**src/rtl/wb_mem_arbiter_if.sv**
```systemverilog
// Wishbone bundle between the two memory masters, the arbiter and the
// unified memory; slave is the arbiter's view, master the environment's.
interface wb_mem_arbiter_if #(
  parameter int AW = 32,
  parameter int DW = 32
);
  logic [AW-1:0] m0_adr_i;
  logic [DW-1:0] m0_dat_i;
  logic          m0_we_i;
  logic          m0_cyc_i;
  logic          m0_stb_i;
  logic [DW-1:0] m0_dat_o;
  logic          m0_ack_o;
  logic          m0_err_o;
  logic [AW-1:0] m1_adr_i;
  logic [DW-1:0] m1_dat_i;
  logic          m1_we_i;
  logic          m1_cyc_i;
  logic          m1_stb_i;
  logic [DW-1:0] m1_dat_o;
  logic          m1_ack_o;
  logic          m1_err_o;
  logic [AW-1:0] s_adr_o;
  logic [DW-1:0] s_dat_o;
  logic          s_we_o;
  logic          s_cyc_o;
  logic          s_stb_o;
  logic [DW-1:0] s_dat_i;
  logic          s_ack_i;
  logic [1:0]    grant_o;
  logic          timeout_o;

  modport slave (
    input  m0_adr_i, m0_dat_i, m0_we_i,
    input  m0_cyc_i, m0_stb_i,
    output m0_dat_o, m0_ack_o, m0_err_o,
    input  m1_adr_i, m1_dat_i, m1_we_i,
    input  m1_cyc_i, m1_stb_i,
    output m1_dat_o, m1_ack_o, m1_err_o,
    output s_adr_o, s_dat_o, s_we_o,
    output s_cyc_o, s_stb_o,
    input  s_dat_i, s_ack_i,
    output grant_o, timeout_o
  );

  modport master (
    output m0_adr_i, m0_dat_i, m0_we_i,
    output m0_cyc_i, m0_stb_i,
    input  m0_dat_o, m0_ack_o, m0_err_o,
    output m1_adr_i, m1_dat_i, m1_we_i,
    output m1_cyc_i, m1_stb_i,
    input  m1_dat_o, m1_ack_o, m1_err_o,
    input  s_adr_o, s_dat_o, s_we_o,
    input  s_cyc_o, s_stb_o,
    output s_dat_i, s_ack_i,
    input  grant_o, timeout_o
  );
endinterface

```
**src/rtl/wb_mem_arbiter.sv**
```systemverilog
// Round-robin, non-preemptive two-master Wishbone arbiter with a
// stall watchdog that errors the owner when the memory never acks.
module wb_mem_arbiter #(
  parameter int AW      = 32,
  parameter int DW      = 32,
  parameter int TIMEOUT = 255
) (
  input  logic       wb_clk,
  input  logic       wb_rst_n,
  wb_mem_arbiter_if.slave bus
);
  typedef enum logic [1:0] {
    IDLE,
    OWN0,
    OWN1
  } state_t;

  localparam logic [15:0] TO_LAST = 16'(TIMEOUT - 1);

  state_t        state, state_nx;
  logic          last, last_nx;
  logic [15:0]   cnt, cnt_nx;
  logic          gnt0, gnt1;
  logic          own_cyc, own_stb, own_we;
  logic [AW-1:0] own_adr;
  logic [DW-1:0] own_dat;
  logic          stall, hit;

  assign gnt0 = (state == OWN0);
  assign gnt1 = (state == OWN1);

  always_comb begin
    own_cyc = 1'b0;
    own_stb = 1'b0;
    own_we  = 1'b0;
    own_adr = '0;
    own_dat = '0;
    unique case (1'b1)
      gnt0: begin
        own_cyc = bus.m0_cyc_i;
        own_stb = bus.m0_stb_i;
        own_we  = bus.m0_we_i;
        own_adr = bus.m0_adr_i;
        own_dat = bus.m0_dat_i;
      end
      gnt1: begin
        own_cyc = bus.m1_cyc_i;
        own_stb = bus.m1_stb_i;
        own_we  = bus.m1_we_i;
        own_adr = bus.m1_adr_i;
        own_dat = bus.m1_dat_i;
      end
      default: ;
    endcase
  end

  // an ack in the timeout cycle wins, so hit needs a stalled strobe
  assign stall = own_stb & ~bus.s_ack_i;
  assign hit   = stall & (cnt == TO_LAST);
  assign cnt_nx = (stall & ~hit) ? cnt + 16'd1 : 16'd0;

  always_comb begin
    state_nx = state;
    last_nx  = last;
    unique case (state)
      IDLE: begin
        if (bus.m0_cyc_i & bus.m1_cyc_i)
          state_nx = last ? OWN0 : OWN1;
        else if (bus.m0_cyc_i)
          state_nx = OWN0;
        else if (bus.m1_cyc_i)
          state_nx = OWN1;
      end
      OWN0: if (!bus.m0_cyc_i) state_nx = IDLE;
      OWN1: if (!bus.m1_cyc_i) state_nx = IDLE;
      default: state_nx = IDLE;
    endcase
    if (state_nx == OWN0)
      last_nx = 1'b0;
    else if (state_nx == OWN1)
      last_nx = 1'b1;
  end

  always_ff @(posedge wb_clk or negedge wb_rst_n) begin
    if (!wb_rst_n) begin
      state <= IDLE;
      last  <= 1'b1;
      cnt   <= 16'd0;
    end else begin
      state <= state_nx;
      last  <= last_nx;
      cnt   <= cnt_nx;
    end
  end

  assign bus.s_adr_o   = own_adr;
  assign bus.s_dat_o   = own_dat;
  assign bus.s_we_o    = own_we;
  assign bus.s_cyc_o   = own_cyc;
  assign bus.s_stb_o   = own_stb & ~hit;
  assign bus.grant_o   = {gnt1, gnt0};
  assign bus.timeout_o = hit;

  assign bus.m0_dat_o = bus.s_dat_i;
  assign bus.m1_dat_o = bus.s_dat_i;
  assign bus.m0_ack_o = bus.s_ack_i & gnt0 & bus.m0_stb_i;
  assign bus.m1_ack_o = bus.s_ack_i & gnt1 & bus.m1_stb_i;
  assign bus.m0_err_o = hit & gnt0;
  assign bus.m1_err_o = hit & gnt1;
endmodule

```
**src/flat_wrapper.sv**
```systemverilog
// flat-port wrapper written by rule: the top's interface ports become plain ports
module wb_mem_arbiter_flat 
#(
  parameter int AW      = 32,
  parameter int DW      = 32,
  parameter int TIMEOUT = 255
)
  (wb_clk, wb_rst_n, bus_m0_adr_i, bus_m0_dat_i, bus_m0_we_i, bus_m0_cyc_i, bus_m0_stb_i, bus_m0_dat_o, bus_m0_ack_o, bus_m0_err_o, bus_m1_adr_i, bus_m1_dat_i, bus_m1_we_i, bus_m1_cyc_i, bus_m1_stb_i, bus_m1_dat_o, bus_m1_ack_o, bus_m1_err_o, bus_s_adr_o, bus_s_dat_o, bus_s_we_o, bus_s_cyc_o, bus_s_stb_o, bus_s_dat_i, bus_s_ack_i, bus_grant_o, bus_timeout_o);
  wb_mem_arbiter_if #(.AW(AW), .DW(DW)) bus_i ();
  input  logic wb_clk;
  input  logic wb_rst_n;
  input wire logic [$bits(bus_i.m0_adr_i)-1:0] bus_m0_adr_i;
  input wire logic [$bits(bus_i.m0_dat_i)-1:0] bus_m0_dat_i;
  input wire logic [$bits(bus_i.m0_we_i)-1:0] bus_m0_we_i;
  input wire logic [$bits(bus_i.m0_cyc_i)-1:0] bus_m0_cyc_i;
  input wire logic [$bits(bus_i.m0_stb_i)-1:0] bus_m0_stb_i;
  output wire logic [$bits(bus_i.m0_dat_o)-1:0] bus_m0_dat_o;
  output wire logic [$bits(bus_i.m0_ack_o)-1:0] bus_m0_ack_o;
  output wire logic [$bits(bus_i.m0_err_o)-1:0] bus_m0_err_o;
  input wire logic [$bits(bus_i.m1_adr_i)-1:0] bus_m1_adr_i;
  input wire logic [$bits(bus_i.m1_dat_i)-1:0] bus_m1_dat_i;
  input wire logic [$bits(bus_i.m1_we_i)-1:0] bus_m1_we_i;
  input wire logic [$bits(bus_i.m1_cyc_i)-1:0] bus_m1_cyc_i;
  input wire logic [$bits(bus_i.m1_stb_i)-1:0] bus_m1_stb_i;
  output wire logic [$bits(bus_i.m1_dat_o)-1:0] bus_m1_dat_o;
  output wire logic [$bits(bus_i.m1_ack_o)-1:0] bus_m1_ack_o;
  output wire logic [$bits(bus_i.m1_err_o)-1:0] bus_m1_err_o;
  output wire logic [$bits(bus_i.s_adr_o)-1:0] bus_s_adr_o;
  output wire logic [$bits(bus_i.s_dat_o)-1:0] bus_s_dat_o;
  output wire logic [$bits(bus_i.s_we_o)-1:0] bus_s_we_o;
  output wire logic [$bits(bus_i.s_cyc_o)-1:0] bus_s_cyc_o;
  output wire logic [$bits(bus_i.s_stb_o)-1:0] bus_s_stb_o;
  input wire logic [$bits(bus_i.s_dat_i)-1:0] bus_s_dat_i;
  input wire logic [$bits(bus_i.s_ack_i)-1:0] bus_s_ack_i;
  output wire logic [$bits(bus_i.grant_o)-1:0] bus_grant_o;
  output wire logic [$bits(bus_i.timeout_o)-1:0] bus_timeout_o;
  assign bus_i.m0_adr_i = bus_m0_adr_i;
  assign bus_i.m0_dat_i = bus_m0_dat_i;
  assign bus_i.m0_we_i = bus_m0_we_i;
  assign bus_i.m0_cyc_i = bus_m0_cyc_i;
  assign bus_i.m0_stb_i = bus_m0_stb_i;
  assign bus_m0_dat_o = bus_i.m0_dat_o;
  assign bus_m0_ack_o = bus_i.m0_ack_o;
  assign bus_m0_err_o = bus_i.m0_err_o;
  assign bus_i.m1_adr_i = bus_m1_adr_i;
  assign bus_i.m1_dat_i = bus_m1_dat_i;
  assign bus_i.m1_we_i = bus_m1_we_i;
  assign bus_i.m1_cyc_i = bus_m1_cyc_i;
  assign bus_i.m1_stb_i = bus_m1_stb_i;
  assign bus_m1_dat_o = bus_i.m1_dat_o;
  assign bus_m1_ack_o = bus_i.m1_ack_o;
  assign bus_m1_err_o = bus_i.m1_err_o;
  assign bus_s_adr_o = bus_i.s_adr_o;
  assign bus_s_dat_o = bus_i.s_dat_o;
  assign bus_s_we_o = bus_i.s_we_o;
  assign bus_s_cyc_o = bus_i.s_cyc_o;
  assign bus_s_stb_o = bus_i.s_stb_o;
  assign bus_i.s_dat_i = bus_s_dat_i;
  assign bus_i.s_ack_i = bus_s_ack_i;
  assign bus_grant_o = bus_i.grant_o;
  assign bus_timeout_o = bus_i.timeout_o;
  wb_mem_arbiter #(.AW(AW), .DW(DW), .TIMEOUT(TIMEOUT)) u_core (.wb_clk(wb_clk), .wb_rst_n(wb_rst_n), .bus(bus_i));
endmodule
```
**config.mk**
```make
export PLATFORM = sky130hd
export DESIGN_NAME = wb_mem_arbiter_flat
export DESIGN_NICKNAME = d
export VERILOG_FILES = /design/src/rtl/wb_mem_arbiter_if.sv /design/src/rtl/wb_mem_arbiter.sv /design/src/flat_wrapper.sv
export SDC_FILE = /design/constraint.sdc
export NUM_CORES = 1
export LEC_CHECK = 0
export CELL_PAD_IN_SITES_DETAIL_PLACEMENT = 0
export CELL_PAD_IN_SITES_GLOBAL_PLACEMENT = 1
export CORE_ASPECT_RATIO = 0.9
export CORE_MARGIN = 10
export CORE_UTILIZATION = 15
export DETAILED_ROUTE_END_ITERATION = 12
export PLACE_DENSITY = 0.84
export SYNTH_ARGS = -nofsm -noshare
export SYNTH_HDL_FRONTEND = slang
export SYNTH_SLANG_ARGS = --single-unit
```
**constraint.sdc**
```tcl
create_clock -name wb_clk -period 2.18 [get_ports wb_clk]
set_clock_uncertainty 0.1 [all_clocks]
set_input_delay 0.654 -clock wb_clk [delete_from_list [all_inputs] [get_ports wb_clk]]
set_output_delay 0.654 -clock wb_clk [all_outputs]
set_load 0.01 [all_outputs]
```
==> results of run 1 <==
[cell families after synthesis]
kind of cell    synth area share, %
simple gates                   27.4
compound gates                 22.2
xor+xnor                       4.32
flops                          18.1
mux                           0.380
buf+inv                        23.8
fa+ha+maj                      3.80
[synthesized netlist by cell type]
| library cell | number |
|---|---|
| inv_1 | 6 |
| nor3_1 | 1 |
| xnor2_1 | 7 |
| and4_1 | 1 |
| nand4b_1 | 1 |
| o21bai_4 | 1 |
| buf_4 | 67 |
| and4_2 | 1 |
| nand3_1 | 6 |
| clkbuf_1 | 20 |
| dfstp_2 | 1 |
| ha_1 | 8 |
| nor2b_1 | 67 |
| buf_2 | 3 |
| o211ai_1 | 1 |
| buf_6 | 1 |
| nand3b_2 | 1 |
| a21o_1 | 1 |
| nor2_1 | 18 |
| and3_2 | 1 |
| a21oi_2 | 1 |
| and2_1 | 2 |
| nor4b_2 | 1 |
| a22oi_1 | 66 |
| a21oi_1 | 3 |
| dfrtp_1 | 18 |
| and3_1 | 4 |
| nand2_1 | 5 |
| nor3_2 | 1 |
| mux2i_1 | 1 |
| or3_1 | 1 |
| a22o_1 | 2 |
| nand4_4 | 1 |
| nor4_1 | 3 |
| o21ai_0 | 3 |
| nand4_1 | 4 |
| xor2_1 | 6 |
[cell type report]
type | instances | share of cell area, %
clock buffer | 3 | 1.25
clock inverter | 1 | 0.0831
inverter | 6 | 0.374
multi-input combinational | 219 | 34.3
sequential | 19 | 7.92
tap | 235 | 4.88
timing repair buffer | 306 | 51.2
[what timing repair did]
action                     CTS  global route
gates cloned                 9             6
buffers inserted            19            35
resized for setup          287           167
setup endpoints to repair   74            74
hold buffers                 0             0
pin swaps                   11            22
[worst register-to-register path, stage by stage (launching register included)]
cell and delay [ps]:
dfrtp_1 400, buf_6 130, ha_4 190, buf_12 150, buf_12 150, a22o_4 230
o21ai_2 140, a21oi_2 70, ha_1 300, mux2i_1 190
[per-layer routing]
| layer | vias up | global-route usage, % |
|---|---|---|
| li1 | 1553 | - |
| met1 | 1506 | 12.8 |
| met2 | 176 | 19.2 |
| met3 | 32 | 3.87 |
| met4 | 0 | 2.96 |
| met5 | - | 0 |
[worst min path at each step]
stage          depth (start not counted)        start       endpoint  slack, ps
6_report                               2  u_core.last    u_core.last        400
5_1_grt                                2  u_core.last    u_core.last        430
4_1_cts                                2  u_core.last    u_core.last        390
3_5_place_dp                           2  u_core.last    u_core.last        380
3_3_place_gp                           2  u_core.last    u_core.last        370
2_1_floorplan                          0     wb_rst_n  u_core.cnt[0]        260
[flip-flops by register name (all words and copies together), names as in the netlist]
name and count:
u_core.state 2, u_core.last 1, u_core.cnt 16
[cell usage in the layout (no fill, tap or decap), types with 14 or more instances in the layout]
| cell | n |
|---|---|
| dfrtp_1 | 18 |
| nor2b_2 | 28 |
| nor2b_1 | 27 |
| clkbuf_2 | 14 |
| buf_6 | 37 |
| buf_4 | 42 |
| clkdlybuf4s50_1 | 132 |
| a22oi_2 | 56 |
| buf_12 | 15 |
| nor2_1 | 18 |
| buf_2 | 45 |
[through the flow]
stage | power, mW | util [%]
after floorplan | 2.23 | -
after detailed placement | 3.72 | 28.3
after global placement | 3.75 | 28.3
after global routing | 6.95 | 35.3
after CTS | 5.40 | 31.7
final | 6.57 | 35.3
[report_power, final]
part	total (mW)	internal [mW]	switching [mW]
registers	0.409	0.385	0.0238
clock network	0.379	0.246	0.133
logic	5.78	3.39	2.39
==> summary.txt, run 1 <==
Timing
  – Fmax: 380 MHz
  – Final Critical Period: roughly 2600 ps
  – Relative slew slack: between 70 and 80%
  – Slew Limit Fails: 0
  – Setup TNS: -21680 ps
  – Unrepaired setup endpoints after global routing: true
  – Hold violation total from the final report: 0
  – Fin crit share: 121%
  – Hold_ws: 395 ps
  – Final setup violation count: 72
  – Measured slew at the worst slew-check pin: 421 ps
  – Final worst slack: -454 ps

Final layout
  – Fillers: 1729
  – Nets: 732
  – Layout cell share with drive strength beyond 1: 52.9%
  – Finished Layout Cells: 789
  – Multi-input gate area in the final layout: 2070 um^2
  – Area Overhead vs Synth: 129%
  – Antenna diodes: 0
  – Post-route cell area: 6020 um^2
  – Register Area: about 480 um^2

Setup path
  – CP Capture Type: output port
  – Type of origin of the critical path: register
  – Worst-path maximum fanout: 4
  – Cell depth of the worst flop-to-flop path: 9
  – Slowest CP cell: dfrtp_1
  – Top delay family on crit path: buffers and inverters
  – CP Depth: 9
  – Reg-to-reg slack, setup: 80 ps
  – Setup crit start: u_core.state[0]
  – WP buf/inv: 4
  – Crit-path cells: buf_6 -> ha_4 -> a22o_4 -> nand3b_4 -> nor3_4 -> buf_6 -> buf_6 -> and2_4 -> buf_6
  – FF-to-FF End: u_core.last
  – R2R Path Start: u_core.state[1]
  – Setup crit end: bus_m0_err_o
  – Req. time, crit path: between 1000 and 1500 ps
  – CP Class: register to output port
  – Arr. time, crit path: 1880 ps
  – Largest stage delay, worst path: around 410 ps
  – Most frequent cell on the critical path: buf_6

Synthesis
  – Sequential fraction of the synthesis area: a little under a fifth
  – Post-Syn Instances: 335
  – Mapped Nets: just over 500
  – Yosys warns: 0
  – Syn Std Cell Area: 2630 um^2
  – Syn_area_per_cell: 7.86 um^2
  – Share of the synthesized area in the top cell type: 19.1%
  – Post-synthesis sequential element count: 19
  – Synth area leaders: buf_4 19%, a22oi_1 19%, dfrtp_1 17%
  – Yosys top cell by area: buf_4
  – Post-synth cell types: 37

CTS
  – H-tree depth: 1
  – Clock Sinks: 19
  – Clock latency on the worst-skew pair: approximately 250 ps
  – Reg clk slew, reported paths: 50 ps
  – CTS tree: done
  – Max Root-Sink Buffers: 2
  – TritonCTS buffer count: 3
  – Root buffer cell: clkbuf_16

Run status
  – Outcome: complete, but fails checks
  – Violated checks: negative setup slack

Global route
  – Vias in the first global route: around 3400
  – All-Layer GR Usage: 11.1%
  – Grt ovf: 0
  – Antenna violations before repair: 0
  – Largest net degree at the start of global routing: 28
  – Global-route wire length before repair: approximately 20000 um

Floorplanning
  – I/O pins: 307
  – Die width: 160 um
  – Core area: 17100 um^2
  – FP Rows: 45
  – Initial Utilization: roughly 15%
  – Chip height: 146 um
  – Die area: 23300 um^2

Detailed routing
  – Remaining DRCs: 0
  – WL met1: 6330 um
  – Initial DRC count: 146
  – DR WL met2: 7180 um
  – Vias per cell: 4.14
  – Drt first pass iters: 4
  – Via count: 3267
  – WL final: 15200 um
  – WL met3: 1310 um
  – Post-DRT Antenna Nets: 0
  – Max layer used: met4
  – Drt wl/cell: 19.3 um

Placed design
  – Gpl congestion: 0.794
  – Placed cell count: 723
  – DP HPWL: 9580 um
  – IO buf count: between 200 and 250
  – DP Worst Slack: -917 ps
  – Area after DPL: 4820 um^2

Power and ir drop
  – Maximum vdd drop: 0.000392 V
  – PD cells: 1090 nW/um^2
  – P_leak: 2.47 nW

Worst hold path
  – Hold/Removal Path Class: register to register

Run
  – Max-cap viol count: 0
Power figures use the tool's default switching activity.
==> run 2: changes to the inputs <==
--- a/config.mk
+++ b/config.mk
@@ -11,7 +11,7 @@
 export CORE_MARGIN = 10
 export CORE_UTILIZATION = 15
 export DETAILED_ROUTE_END_ITERATION = 12
-export PLACE_DENSITY = 0.84
+export PLACE_DENSITY = 0.8
 export SYNTH_ARGS = -nofsm -noshare
 export SYNTH_HDL_FRONTEND = slang
 export SYNTH_SLANG_ARGS = --single-unit
==> run 2 against run 1 <==
Against the previous run: the run still ends with negative setup slack left; clock-buffer cell count did not move; die area unchanged; via count is 3.7% lower; sequential share of layout area grew 0.60 points; first-iteration DRC count is 45% lower; non-clock buffer count shrank 17; maximum frequency up 2.9%; combinational power fell by 19%; total power down 17%; register-to-register slack got worse by 60 ps; critical path type unchanged; largest power group unchanged; highest routed layer unchanged.
==> summary.txt, run 2 (synthesis results as in run 1) <==
Setup path
  – Req. time, crit path: 1430 ps (about the same)
  – Arr. time, crit path: 1810 ps (was 1880 ps)
  – CP Class: register to output port (unchanged)
  – Crit-path cells: inv_2 -> ha_4 -> a22o_4 -> nand3b_4 -> nor3_4 -> buf_4 -> and2_4 -> buf_6 (was buf_6 -> ha_4 -> a22o_4 -> nand3b_4 -> nor3_4 -> buf_6 -> buf_6 -> and2_4 -> buf_6)
  – Worst-path maximum fanout: 3 (was 4)
  – Slowest CP cell: dfrtp_1 (unchanged)
  – CP Capture Type: output port (unchanged)
  – Top delay family on crit path: simple AND/OR/NAND/NOR gates (was buffers and inverters)
  – Type of origin of the critical path: register (unchanged)
  – Largest stage delay, worst path: 400 ps (was 410 ps)
  – WP buf/inv: 3 (was 4)

Timing
  – Final worst slack: -381 ps (was -454 ps)
  – Relative slew slack: 71.6% (was 71.8%)
  – Fmax: 391 MHz (was 380 MHz)
  – Final setup violation count: 71 (was 72)
  – Slew Limit Fails: 0 (unchanged)
  – Final Critical Period: 2560 ps (was 2630 ps)
  – Measured slew at the worst slew-check pin: 425 ps (was 421 ps)
  – Unrepaired setup endpoints after global routing: true (unchanged)
  – Fin crit share: 117% (was 121%)
  – Hold violation total from the final report: 0 (unchanged)

Final layout
  – Max reg flops: 16 (unchanged)
  – Fillers: 1781 (was 1729)
  – Final Util: 32.8% (was 35.3%)
  – Commonest non-fill, non-tap cell in the layout: clkdlybuf4s50_1 (unchanged)
  – Commonest cells after routing, fill and taps aside: 132 x clkdlybuf4s50_1, 66 x buf_2, 62 x a22oi_2 (was 132 x clkdlybuf4s50_1, 56 x a22oi_2, 45 x buf_2)
  – Area Overhead vs Synth: 113% (was 129%)
  – Regs by FF count: u_core.cnt x16, u_core.state x2, u_core.last x1 (unchanged)
  – Post-route cell area: 5600 um^2 (was 6020 um^2)
  – Nets: 715 (was 732)
  – Antenna diodes: 0 (unchanged)
  – Layout cell share with drive strength beyond 1: 50.3% (was 52.9%)
  – Most flops, register: u_core.cnt (unchanged)

Global route
  – All-Layer GR Usage: 10.0% (was 11.1%)
  – Grt ovf: 0 (unchanged)
  – Largest net degree at the start of global routing: 25 (was 28)
  – Vias in the first global route: 3505 (was 3396)
  – Global-route wire length before repair: 19000 um (was 20500 um)
  – Antenna violations before repair: 0 (unchanged)

Detailed routing
  – Vias per cell: 4.08 (was 4.14)
  – Drt first pass iters: 4 (unchanged)
  – Via count: 3147 (was 3267)
  – Remaining DRCs: 0 (unchanged)
  – Drt wl/cell: 17.4 um (was 19.3 um)
  – WL final: 13500 um (was 15200 um)
  – Initial DRC count: 80 (was 146)
  – Post-DRT Antenna Nets: 0 (unchanged)

Floorplanning
  – Die width: 160 um (unchanged)
  – Chip height: 146 um (unchanged)
  – FP Rows: 45 (unchanged)
  – Die area: 23300 um^2 (unchanged)
  – I/O pins: 307 (unchanged)
  – Initial Utilization: 15.4% (unchanged)
  – Core area: 17100 um^2 (unchanged)

Run
  – Max-cap viol count: 0 (unchanged)

Placed design
  – Area after DPL: 4950 um^2 (was 4820 um^2)
  – IO buf count: 210 (unchanged)
  – DP HPWL: 9620 um (was 9580 um)
  – Gpl congestion: 0.798 (was 0.794)

Worst hold path
  – Hold/Removal Path Class: register to register (unchanged)

CTS
  – Clock latency on the worst-skew pair: 250 ps (about the same)
  – Clock Sinks: 19 (unchanged)
  – TritonCTS buffer count: 3 (unchanged)
  – Reg clk slew, reported paths: 50 ps (about the same)
  – Root buffer cell: clkbuf_16 (unchanged)
  – Max Root-Sink Buffers: 2 (unchanged)
  – CTS tree: done (unchanged)
  – H-tree depth: 1 (unchanged)

Run status
  – Violated checks: negative setup slack (unchanged)
  – Outcome: complete, but fails checks (unchanged)

Power and ir drop
  – PD cells: 977 nW/um^2 (was 1090 nW/um^2)
  – P_leak: 2.29 nW (was 2.47 nW)
  – Maximum vdd drop: 0.000306 V (was 0.000392 V)
run 2: cell types whose count changed in the layout (fill, tap and decap cells not counted), moves of 2 or more:
cell,before,now
buf_16,7,3
a22oi_2,56,62
buf_6,37,18
nor2b_1,27,36
buf_8,5,3
a22oi_1,10,4
buf_4,42,46
buf_12,15,10
nor2b_4,12,2
buf_2,45,66
clkbuf_2,14,0
run 2: cell type report:
| cell class | instances | area, um^2 | share of cell area [%] |
|---|---|---|---|
| well taps | 235 | 294 | 5.25 |
| clock inverters | 1 | 5.00 | 0.0894 |
| inverters | 6 | 22.5 | 0.402 |
| clock buffers | 3 | 75.1 | 1.34 |
| multi-input cells | 219 | 2010 | 36.0 |
| flip-flops and latches | 19 | 477 | 8.52 |
| repair buffers | 289 | 2710 | 48.4 |
run 2: timing repair:
item                       CTS  global route
resized for setup          349            61
setup endpoints to repair   74            75
cloned                       3             6
setup buffers               13            10
pin swaps                   11            14
hold buffers                 0             0
run 2: routing by layer:
layer / GRT usage [%] / wire length (um)
met2: 17.5 / 6600
met5: 0 / 0
met1: 11.1 / 5370
met3: 4.32 / 1260
met4: 1.99 / 231
run 2: worst min-delay path: cells and delay by family, from the launching register on:
kind	cells	cell delay, ps
buf+inv	1	50
flops	1	370
mux	1	60
run 2: metrics by stage:
| stage | power [mW] | TNS, ps | setup WS [ps] | hold WS [ps] | cells |
|---|---|---|---|---|---|
| after floorplan | 2.23 | -40.2 | -20.1 | 258 | 335 |
| after global placement | 3.92 | -33930 | -850 | 365 | 738 |
| after detailed placement | 3.90 | -34400 | -873 | 380 | 738 |
| after CTS | 5.03 | -17990 | -409 | 387 | 758 |
| after global routing | 5.83 | -21920 | -469 | 409 | 772 |
| final | 5.47 | -16580 | -381 | 383 | 772 |
run 2: report_power, final:
part           leakage [nW]  switching, mW  internal [mW]
clock                0.0409          0.131          0.246
sequential            0.260         0.0206          0.385
combinational          1.99           2.00           2.68
total                  2.29           2.15           3.32
run 2: worst paths after layout:
kind / startpoint / end / slack, ps / depth (start not counted)
max reg2reg: u_core.state[1] / u_core.last / 20 / 10
min in group asynchronous: wb_rst_n / u_core.cnt[6] / 640 / 2
min reg2reg: u_core.last / u_core.last / 380 / 2
max in group asynchronous: wb_rst_n / u_core.last / 1070 / 2
max: u_core.state[1] / bus_m0_err_o / -380 / 8
min: u_core.last / u_core.last / 380 / 2
